===== src/rtl/branch_predictor.sv =====
// Direct-mapped branch target buffer with 2-bit saturating direction counters.
// Zero-latency lookup for fetch, one registered update port from execute, and
// saturating lookup/mispredict counters.
module branch_predictor #(
  parameter int INDEX_BITS = 3,
  parameter int PC_WIDTH   = 16
) (
  input  logic                clk,
  input  logic                reset,
  input  logic [PC_WIDTH-1:0] pc_lookup,
  output logic [PC_WIDTH-1:0] target_bp,
  output logic                target_en_bp,
  input  logic                update_en,
  input  logic [PC_WIDTH-1:0] update_pc,
  input  logic                update_taken,
  input  logic [PC_WIDTH-1:0] update_target,
  input  logic                update_mispredict,
  output logic [15:0]         lookup_cnt,
  output logic [15:0]         mispredict_cnt
);

  localparam int ENTRIES = 1 << INDEX_BITS;
  localparam int TAG_W   = PC_WIDTH - INDEX_BITS;

  // Handshake: the update port has no ready; update_en is the valid and an
  // update is accepted on every non-reset posedge where it is high.

  logic [ENTRIES-1:0]               valid_q, valid_d;
  logic [ENTRIES-1:0][TAG_W-1:0]    tag_q, tag_d;
  logic [ENTRIES-1:0][PC_WIDTH-1:0] target_q, target_d;
  logic [ENTRIES-1:0][1:0]          ctr_q, ctr_d;
  logic [15:0]                      lookup_cnt_q, lookup_cnt_d;
  logic [15:0]                      mispredict_cnt_q, mispredict_cnt_d;

  logic [INDEX_BITS-1:0] lk_idx;
  logic [TAG_W-1:0]      lk_tag;
  logic                  lk_hit;
  logic [INDEX_BITS-1:0] up_idx;
  logic [TAG_W-1:0]      up_tag;
  logic                  up_hit;

  // Lookup reads the pre-update array; no bypass from a same-cycle update.
  assign lk_idx       = pc_lookup[INDEX_BITS-1:0];
  assign lk_tag       = pc_lookup[PC_WIDTH-1:INDEX_BITS];
  assign lk_hit       = valid_q[lk_idx] && (tag_q[lk_idx] == lk_tag);
  assign target_en_bp = !reset && lk_hit && ctr_q[lk_idx][1];
  assign target_bp    = target_en_bp ? target_q[lk_idx] : '0;

  assign up_idx = update_pc[INDEX_BITS-1:0];
  assign up_tag = update_pc[PC_WIDTH-1:INDEX_BITS];
  assign up_hit = valid_q[up_idx] && (tag_q[up_idx] == up_tag);

  always_comb begin
    valid_d          = valid_q;
    tag_d            = tag_q;
    target_d         = target_q;
    ctr_d            = ctr_q;
    lookup_cnt_d     = lookup_cnt_q;
    mispredict_cnt_d = mispredict_cnt_q;
    if (reset) begin
      for (int i = 0; i < ENTRIES; i++) begin
        valid_d[i]  = 1'b0;
        tag_d[i]    = '0;
        target_d[i] = '0;
        ctr_d[i]    = 2'b01;
      end
      lookup_cnt_d     = '0;
      mispredict_cnt_d = '0;
    end else begin
      if (lookup_cnt_q != 16'hFFFF) lookup_cnt_d = lookup_cnt_q + 16'd1;
      if (update_en && update_mispredict && (mispredict_cnt_q != 16'hFFFF))
        mispredict_cnt_d = mispredict_cnt_q + 16'd1;
      if (update_en) begin
        if (up_hit) begin
          if (update_taken) begin
            if (ctr_q[up_idx] != 2'b11) ctr_d[up_idx] = ctr_q[up_idx] + 2'b01;
            target_d[up_idx] = update_target;
          end else if (ctr_q[up_idx] != 2'b00) begin
            ctr_d[up_idx] = ctr_q[up_idx] - 2'b01;
          end
        end else if (update_taken) begin
          // Allocation overwrites whatever alias occupied the slot.
          valid_d[up_idx]  = 1'b1;
          tag_d[up_idx]    = up_tag;
          target_d[up_idx] = update_target;
          ctr_d[up_idx]    = 2'b10;
        end
      end
    end
  end

  always_ff @(posedge clk) begin
    valid_q          <= valid_d;
    tag_q            <= tag_d;
    target_q         <= target_d;
    ctr_q            <= ctr_d;
    lookup_cnt_q     <= lookup_cnt_d;
    mispredict_cnt_q <= mispredict_cnt_d;
  end

  assign lookup_cnt     = lookup_cnt_q;
  assign mispredict_cnt = mispredict_cnt_q;

endmodule


===== config.mk =====
export PLATFORM = sky130hd
export DESIGN_NAME = branch_predictor
export DESIGN_NICKNAME = d
export VERILOG_FILES = /design/src/rtl/branch_predictor.sv
export SDC_FILE = /design/constraint.sdc
export NUM_CORES = 1
export LEC_CHECK = 0
export ABC_CLOCK_PERIOD_IN_PS = 3630
export CORE_ASPECT_RATIO = 1.1
export CORE_UTILIZATION = 55
export DETAILED_ROUTE_END_ITERATION = 10
export PLACE_DENSITY = 0.71
export SLEW_MARGIN = 20
export SYNTH_ARGS = -nofsm -noshare
export SYNTH_HDL_FRONTEND = slang
export SYNTH_SLANG_ARGS = --single-unit

===== constraint.sdc =====
create_clock -name clk -period 3.63 [get_ports clk]
set_input_delay 0.5445 -clock clk [delete_from_list [all_inputs] [get_ports clk]]
set_output_delay 0.5445 -clock clk [all_outputs]
set_load 0.005 [all_outputs]

==> results.toml <==
[sta]
fmax_ghz = 0.281
worst_pin_slew_ns = 0.902
fin_crit_ns = 3.56
hold_ws_ns = 0.423
slew_headroom = 0.397
drv_slew = 0
setup_viol = 0
hold_viol = 0
clock_skew_ns = 0.0105
fin_crit_sh = 0.981

[synth]
yosysTopAreaCell = "dfxtp_1"
ys_warn_count = 0
netlist_instances = 1527
synth.distinct_cells = 60
avgSynthCellArea_um2 = 9.24
ys_seq_area_frac = 0.409
synthTopCellsByArea = "dfxtp_1 (41%), mux2i_1 (12%), mux4_2 (11%), nand2_1 (8.1%), nor2_1 (5.0%)"
ys_async_sr_fraction = 0
ys_seq_elements = 288
synthFlopType = "dfxtp_1"
synth_edf_count = 0
syn_area_um2 = 14100
synth_fp_nets = 1584
yosysTopAreaCellShare = 0.409

[critical_path]
critPathMaxStageDelay_ns = 0.46
required_ns = 3.09
crit_family = "simple AND/OR/NAND/NOR gates"
crit_path_end_kind = "output port"
worstPathMaxFanout = 5
setup.worst_path.start_class = "register"
arrival_ns = 3.01
cp_cell_sequence = "mux4_2 -> mux2i_2 -> xor2_1 -> nand4_1 -> nor4_2 -> nand3_4 -> buf_6 -> buf_4 -> nor2_1 -> clkbuf_2"
slowest_stage = "mux4_2"
critical_path_class = "register to output port"
cp_num_buf_inv = 3

[place]
port_buffers = 101
place.gp.congestion = 0.855
dp_hpwl_um = 24600

[drt]
route.vias.total = 11700
first_pass_iters = 5
wl_um = 38700
ant_nets = 0
routedWlPerCell_um = 19.3
vias_per_cell = 5.84
post-route-drc-count = 0
drtIter0Drc = 970

[power_and_ir_drop]
p_leak_nw = 6.11
ir_worst_vdd_mv = 0.397
p_total_mw = 7.37
power.density_nw_per_um2 = 432

[clock_network]
clk_latency_ns = 0.56
clkTransAtPathRegs_ns = 0.06
cts_root_buf = "clkbuf_16"
cts_tree = "done"
cts_hold_buf = 0
cts.htree.levels = 1
clock-sinks = 288
clockBufferDepth = 3
cts_buffers = 30

[global_routing]
first_global_vias = 11400
grt-ovfl-total = 0
grt_pass1_wl_um = 61600
gr-usage-all-layers = 0.295
grt_max_degree = 164
antenna_found_initial = 0

[floorplan]
dieArea_um2 = 26300
core_um2 = 25300
initial_core_util = 0.559
ios = 102
rows = 61
die_height_um = 170
die_w_um = 155

[min_path]
hold_path_class = "input port to register"

[flow_run]
cap_violations = 0

[layout]
nNetsFinal = 1687
final_util = 0.674
diodes = 0
drive_gt1_frac = 0.181
area_delta_synth_final_pct = 20.7

[status]
outcome = "finished clean"
==> final timing paths <==
path | startpoint | end | slack (ns) | cells past startpoint
worst max-delay path | tag_q[68] | target_bp[15] | 0.07 | 10
worst min-delay path | reset | lookup_cnt[13] | 0.42 | 2
worst max register to register | tag_q[78] | ctr_q[15] | 0.75 | 11
worst min register to register | target_q[52] | target_q[52] | 0.45 | 2
==> power breakdown <==
| group | switching [mW] | internal (mW) |
|---|---|---|
| combinational | 0.363 | 0.276 |
| clock | 1.31 | 2.18 |
| sequential | 0.0300 | 3.20 |
==> Yosys cell counts (all sizes together) (9+ instances only) <==
library cell / count
nand2: 305
dfxtp: 288
nor2: 188
mux2i: 163
a21oi: 149
clkbuf: 84
mux4: 68
buf: 44
xor2: 28
nand3: 21
mux2: 17
xnor2: 16
nor3: 12
and3: 10
nand4: 10
o21ai: 10
a22oi: 9
inv: 9
==> per-layer routing <==
layer / GRT usage / share of wire
met1: 0.376 / 0.41
met2: 0.512 / 0.50
met3: 0.0313 / 0.059
met4: 0.120 / 0.034
met5: 0 / 0
==> area by class of cell <==
| class | count | area (µm²) |
|---|---|---|
| clock buffers | 42 | 877 |
| clock inverters | 14 | 258 |
| fillers | 2022 | 8230 |
| inverters | 9 | 33.8 |
| multi-input cells | 1102 | 7800 |
| flip-flops and latches | 288 | 5770 |
| well taps | 346 | 433 |
| repair buffers | 199 | 1860 |
==> registers in the layout, indices dropped and copies added (netlist names) <==
name            count
ctr_q              16
lookup_cnt         16
valid_q             8
tag_q             104
target_q          128
mispredict_cnt     16
==> cells by family (layout without fill, tap and decap cells) <==
group | Yosys count | in the layout | synth area share
buffers and inverters | 137 | 264 | 0.0485
adder cells (fa/ha/maj) | 4 | 4 | 0.00355
XOR/XNOR | 44 | 44 | 0.0273
AND/OR/NAND/NOR | 587 | 587 | 0.174
AO/OA/AOI/OAI | 219 | 219 | 0.101
flip-flops | 288 | 288 | 0.409
multiplexers | 248 | 248 | 0.238
==> per-stage QoR <==
| step | setup TNS, ns | cell area (µm²) | worst slack, ns | cells |
|---|---|---|---|---|
| 3_3_place_gp | -12.65 | 15700 | -0.561 | 1936 |
| 4_1_cts | -0.460 | 16900 | -0.191 | 1995 |
| 6_report | 0 | 17000 | 0.0708 | 2000 |
| 2_1_floorplan | 0 | 14100 | 0.189 | 1527 |
| 3_5_place_dp | -19.95 | 15700 | -0.572 | 1936 |
| 5_1_grt | -0.00293 | 17000 | -0.00293 | 2000 |
==> cells in the final DEF, fill, tap and decap left out, drive strengths merged, types with 17 or more instances in the layout <==
master         instances
buf                  102
dfxtp                288
clkdlybuf4s50         79
nand3                 21
xor2                  28
mux4                  68
a21oi                149
nand2                305
clkbuf                53
nor2                 188
mux2                  17
mux2i                163
==> what timing repair did <==
item | in CTS | in global routing
cloned | 1 | 1
pin swaps | 1 | 7
resized for setup | 24 | 44
setup buffers | 2 | 4
endpoints found under the setup margin | 17 | 17
(Power assumes the default switching activity.)
==> edit 1, RTL diff (same flow settings) <==
Change the parameter `PC_WIDTH` from 16 to 32.
--- a/src/rtl/branch_predictor.sv
+++ b/src/rtl/branch_predictor.sv
@@ -4,5 +4,5 @@
 module branch_predictor #(
   parameter int INDEX_BITS = 3,
-  parameter int PC_WIDTH   = 16
+  parameter int PC_WIDTH   = 32
 ) (
   input  logic                clk,
Interface: changed (resized pc_lookup, target_bp, update_pc and update_target); port bits go from 102 to 166. No check against the original RTL was run, so the function may have changed too.
==> edit 1 against the unedited design <==
  * The run now ends with setup timing left
  * Worst hold slack improved by 27 ps
  * Final cell count increased by 92%
  * Routed wire length increased by 120%
  * Worst setup slack got worse by 210 ps
  * Synthesized cell count increased by 99%
  * Sequential cell count increased by 256
  * Total power increased by 78%
  * Die area increased by 84%
  * Area after synthesis increased by 86%
  * First-iteration DRC count increased to 2.8 times the old value
  * Critical endpoint is now target_bp[20]
  * Sequential power increased by 89%
  * Design area increased by 84%
  * Global-route usage increased by 5.1 points
==> edit 1: results (changes against the unedited design) <==
[outcome]
violations=setup timing
outcome=finished, violations left

[sta]
worst_pin_slew_ps=1040  ; +135 ps
clock_skew_ps=24.8  ; +14.3 ps
setup_tns_ps=-3940  ; -3940 ps
worst_slack_ps=-144  ; -214 ps
setup_viol=31  ; +31

[synth]
synthArstFlopShare_pct=0  ; unchanged
synth.distinct_cells=62  ; +3.3%
synth_fa_ha_area_share_pct=0.191  ; -0.16 points
yosysSeqAreaShare_pct=41.6  ; +0.70 points
synth_common_cells=nand2_1, dfxtp_1, a21oi_1
ys.flop_type=dfxtp_1
synthMuxAreaShare_pct=18.6  ; -5.2 points
synthMostInstantiatedCell=nand2_1
synth_compound_area_share_pct=11.9  ; +1.9 points
synth_nets=3151  ; +99%
synth_area_leaders=dfxtp_1, mux4_2, nand2_1
synth_xor_area_share_pct=2.47  ; -0.26 points

[placed_design]
pre_cts_slack_ps=-842  ; -270 ps
dp_hpwl_um=51300  ; +110%
dpl_cell_area_um2=29100  ; +85%
io_buffers=165  ; +63%
gp_congestion=0.956  ; +12%

[route]
drt-pass1-iter-count=6  ; +1
viasPerCell=6.26  ; +7.2%
wl_per_cell_um=22.1  ; +14%
first_iter_violations=2722  ; +180%

[global_route]
grt_pass1_vias=23500  ; +110%
grt_max_degree=173  ; +5.5%
grt_pass1_wl_um=131000  ; +110%
track_usage_pct=34.6  ; +5.1 points
antenna_found_initial=3  ; +3

[critical_path]
cp_slowest_cell=mux4_2
worst_path_largest_cell_delay_ps=470
cp.arrival_ps=3230  ; +220 ps
crit_fanout=4  ; -1
path_delay_family=simple AND/OR/NAND/NOR gates

[clock_network]
cts-root-buf=clkbuf_16
cts_made_buffers=55  ; +83%
insertion_delay_ps=630  ; +70 ps
clk_pin_slew_worst_paths_ps=60  ; about the same
cts.htree.levels=2  ; +1

[final_layout]
largest_reg_flops=256  ; +100%
drive_gt1_share_pct=18.0  ; -0.16 points
fillers=3735  ; +85%
top_regs=target_q x256, tag_q x232
fin_nets=3269  ; +94%

[hold_path]
min_path_type=flop to flop

[power_and_ir_drop]
ir_worst_vdd_mv=0.361  ; -9.0%
p_leak_nw=10.7  ; +75%

-- edit 1: cell type report --
| cell class | count | area, µm² | area share, % |
|---|---|---|---|
| multi-input cells | 2179 | 14200 | 45.4 |
| clock buffers | 84 | 1640 | 5.23 |
| inverters | 11 | 43.8 | 0.140 |
| well taps | 637 | 797 | 2.55 |
| flip-flops and latches | 544 | 10900 | 34.8 |
| repair buffers | 373 | 3490 | 11.2 |
| clock inverters | 18 | 211 | 0.676 |
| diodes | 3 | 7.51 | 0.0240 |
-- edit 1: metrics by stage --
step | hold WS [ps] | instances
detailed placement | 444 | 3730
finish | 450 | 3849
floorplan | 433 | 3046
global route | 467 | 3849
CTS | 453 | 3845
global placement | 438 | 3730
-- edit 1: power breakdown --
group	switching [mW]	leakage [nW]	internal (mW)
combinational	0.674	5.38	0.481
sequential	0.0550	4.40	6.05
clock	2.44	0.916	3.39
total	3.17	10.7	9.92
-- edit 1: final timing paths --
path                                                 start                          to  slack [ps]  depth (start not counted)
worst max-delay path               tag_q[204]$_SDFFE_PP0P_               target_bp[20]        -140                         10
worst max register to register     tag_q[157]$_SDFFE_PP0P_       ctr_q[4]$_SDFFE_PP1P_         350                          9
worst min-delay path            target_q[167]$_SDFFE_PP0P_  target_q[167]$_SDFFE_PP0P_         450                          2
worst min register to register  target_q[167]$_SDFFE_PP0P_  target_q[167]$_SDFFE_PP0P_         450                          2
-- edit 1: routing by layer --
metal,vias up,global-route usage [%],wire length [µm]
met5,-,0,0
met4,0,16.4,3850
met3,255,6.09,8750
met2,1396,55.8,39800
met1,11700,45.2,32700
li1,10800,-,-
-- edit 1: repair_timing --
action,4_1_cts,5_1_grt
gates resized for setup,178,40
cloned,3,0
setup buffers,12,1
pin swaps,31,12
setup endpoints to repair,33,33
==> edit 2, RTL diff (config.mk and constraints unchanged) <==
Without the edit above. Register the output `lookup_cnt` once more; this adds one clock of latency there. The other outputs are not delayed to match.
--- a/src/rtl/branch_predictor.sv
+++ b/src/rtl/branch_predictor.sv
@@ -99,5 +99,7 @@
   end
 
-  assign lookup_cnt     = lookup_cnt_q;
+  always_ff @(posedge clk) begin
+    lookup_cnt <= lookup_cnt_q;
+  end
   assign mispredict_cnt = mispredict_cnt_q;
 
Function: changed (Yosys sat finds a counterexample within 4 cycles, from zero or initial values and one cycle with reset high).
==> edit 2 against the unedited design <==
  * Sequential cell count rose by 16
  * Routed wire length fell by 0.41%
  * Design area rose by 1.1%
  * Die area rose by 1.6%
  * Utilization rose by 0.30 points
  * Clock skew fell by 2.7 ps
  * Total power rose by 0.45%
  * Area after synthesis rose by 1.6%
  * Worst setup slack improved by 26 ps
  * Critical path type unchanged
==> edit 2: results (changes against the unedited design) <==
[route]
drt_wl_total_um=38500  ; -0.41%
vias=11700  ; +0.19%
drt-pass1-iter-count=5  ; unchanged
first_iter_violations=864  ; -11%

[clock_network]
cts-root-buf=clkbuf_16
cts_num_sinks=304  ; +5.6%
clk_pin_slew_worst_paths_ps=70
cts.htree.levels=1  ; unchanged
cts_made_buffers=31  ; +3.3%
clock_path_buffers=3  ; unchanged
insertion_delay_ps=570

[synth]
synth_common_cells=dfxtp_1, nand2_1, nor2_1
synth_area_leaders=dfxtp_1, mux4_2, mux2i_1
synthArstFlopShare_pct=0  ; unchanged
ys_warn_count=0  ; unchanged
synth_nets=1604  ; +1.3%
synthMuxAreaShare_pct=23.3  ; -0.46 points
yosysSeqAreaShare_pct=42.4  ; +1.6 points
synth_fa_ha_area_share_pct=0.349  ; -0.0056 points
synth.distinct_cells=54  ; -10%
synth_compound_area_share_pct=9.15  ; -0.90 points
synth_xor_area_share_pct=2.81  ; +0.079 points

[power_and_ir_drop]
ir_worst_vdd_mv=0.384  ; -3.1%
p_per_area_nw_per_um2=430  ; -0.59%
p_leak_nw=6.03  ; -1.3%

[placed_design]
dp_hpwl_um=24500  ; -0.13%
io_buffers=101  ; unchanged
dpl_cell_area_um2=16000  ; +1.4%
pre_cts_slack_ps=-332  ; +240 ps
gp_congestion=0.885  ; +3.5%

[sta]
worst_slack_ps=97.2  ; +26.4 ps
clock_skew_ps=7.79  ; -2.73 ps
timing.hold.ws_ps=354  ; -68.9 ps
slew_headroom_pct=34.1  ; -5.6 points

[critical_path]
r2r_setup_slack_ps=860  ; +110 ps
cp.arrival_ps=2990  ; -20 ps
worst_path_largest_cell_delay_ps=460  ; about the same
crit_fanout=9  ; +4
path_delay_family=buffers and inverters
cp_slowest_cell=mux4_2

[global_route]
antenna_found_initial=1  ; +1
track_usage_pct=28.9  ; -0.64 points
grt_pass1_vias=11300  ; -1.3%
grt_max_degree=96  ; -41%
grt_pass1_wl_um=60200  ; -2.3%

[final_layout]
top_regs=target_q x128, tag_q x104
drive_gt1_share_pct=16.4  ; -1.7 points
fin_nets=1701  ; +0.83%

[hold_path]
min_path_type=input port to flop

[outcome]
outcome=finished clean

edit 2: power breakdown:
group | total [mW] | switching, mW | internal (mW)
Combinational | 0.596 | 0.337 | 0.259
Clock | 3.38 | 1.37 | 2.01
Sequential | 3.42 | 0.0359 | 3.38
edit 2: repair_timing:
| item | 4_1_cts | 5_1_grt |
|---|---|---|
| pin swaps | 4 | 7 |
| gates cloned | 1 | 0 |
| hold buffers | 0 | 0 |
| gates resized for setup | 35 | 35 |
| buffers inserted | 10 | 4 |
| endpoints found under the setup margin | 17 | 6 |
edit 2: worst paths after layout:
path                                              startpoint                   endpoint  depth (start not counted)
worst max-delay path                  tag_q[48]$_SDFFE_PP0P_               target_bp[4]                         11
worst min-delay path                                   reset  target_q[63]$_SDFFE_PP0P_                          2
worst max register to register        tag_q[80]$_SDFFE_PP0P_     ctr_q[10]$_SDFFE_PP1P_                          9
worst min register to register  lookup_cnt_q[6]$_SDFFE_PP0P_      lookup_cnt[6]$_DFF_P_                          0
edit 2: logic make-up after synthesis:
family | Yosys count
AOI/OAI and AO/OA | 220
buffers and inverters | 142
xor gates and xnor gates | 46
and+or+nand+nor | 594
DFF | 304
adders and majority gates | 4
muxes | 237
edit 2: area by class of cell:
cell class	count	area (µm²)
fill	2050	8200
multi-input combinational	1101	7660
sequential	304	6090
timing repair buffer	198	1900
clock buffer	36	835
tap	346	433
clock inverter	22	263
inverter	8	30.0
antenna	2	5.00
edit 2: metrics by stage:
step / utilization, % / std cells
final: 67.7 / 2017
after global placement: 62.8 / 1943
after floorplan: - / 1547
after global routing: 67.7 / 2016
after detailed placement: 62.8 / 1943
after CTS: 67.8 / 2012
edit 2: worst register-to-register path, delay by kind of cell (launching register included):
family	cells	cell delay [ps]
simple gates	5	1250
mux	2	710
flops	1	330
xor+xnor	1	190
buf+inv	1	170
edit 2: metal layers:
metal  global-route usage [%]  vias to the layer above  wire (µm)
li1                         -                     5585          -
met1                     35.9                     5630      16000
met3                     3.96                       81       2300
met5                        0                        -          0
met4                     12.0                        0       1330
met2                     50.3                      407      18900
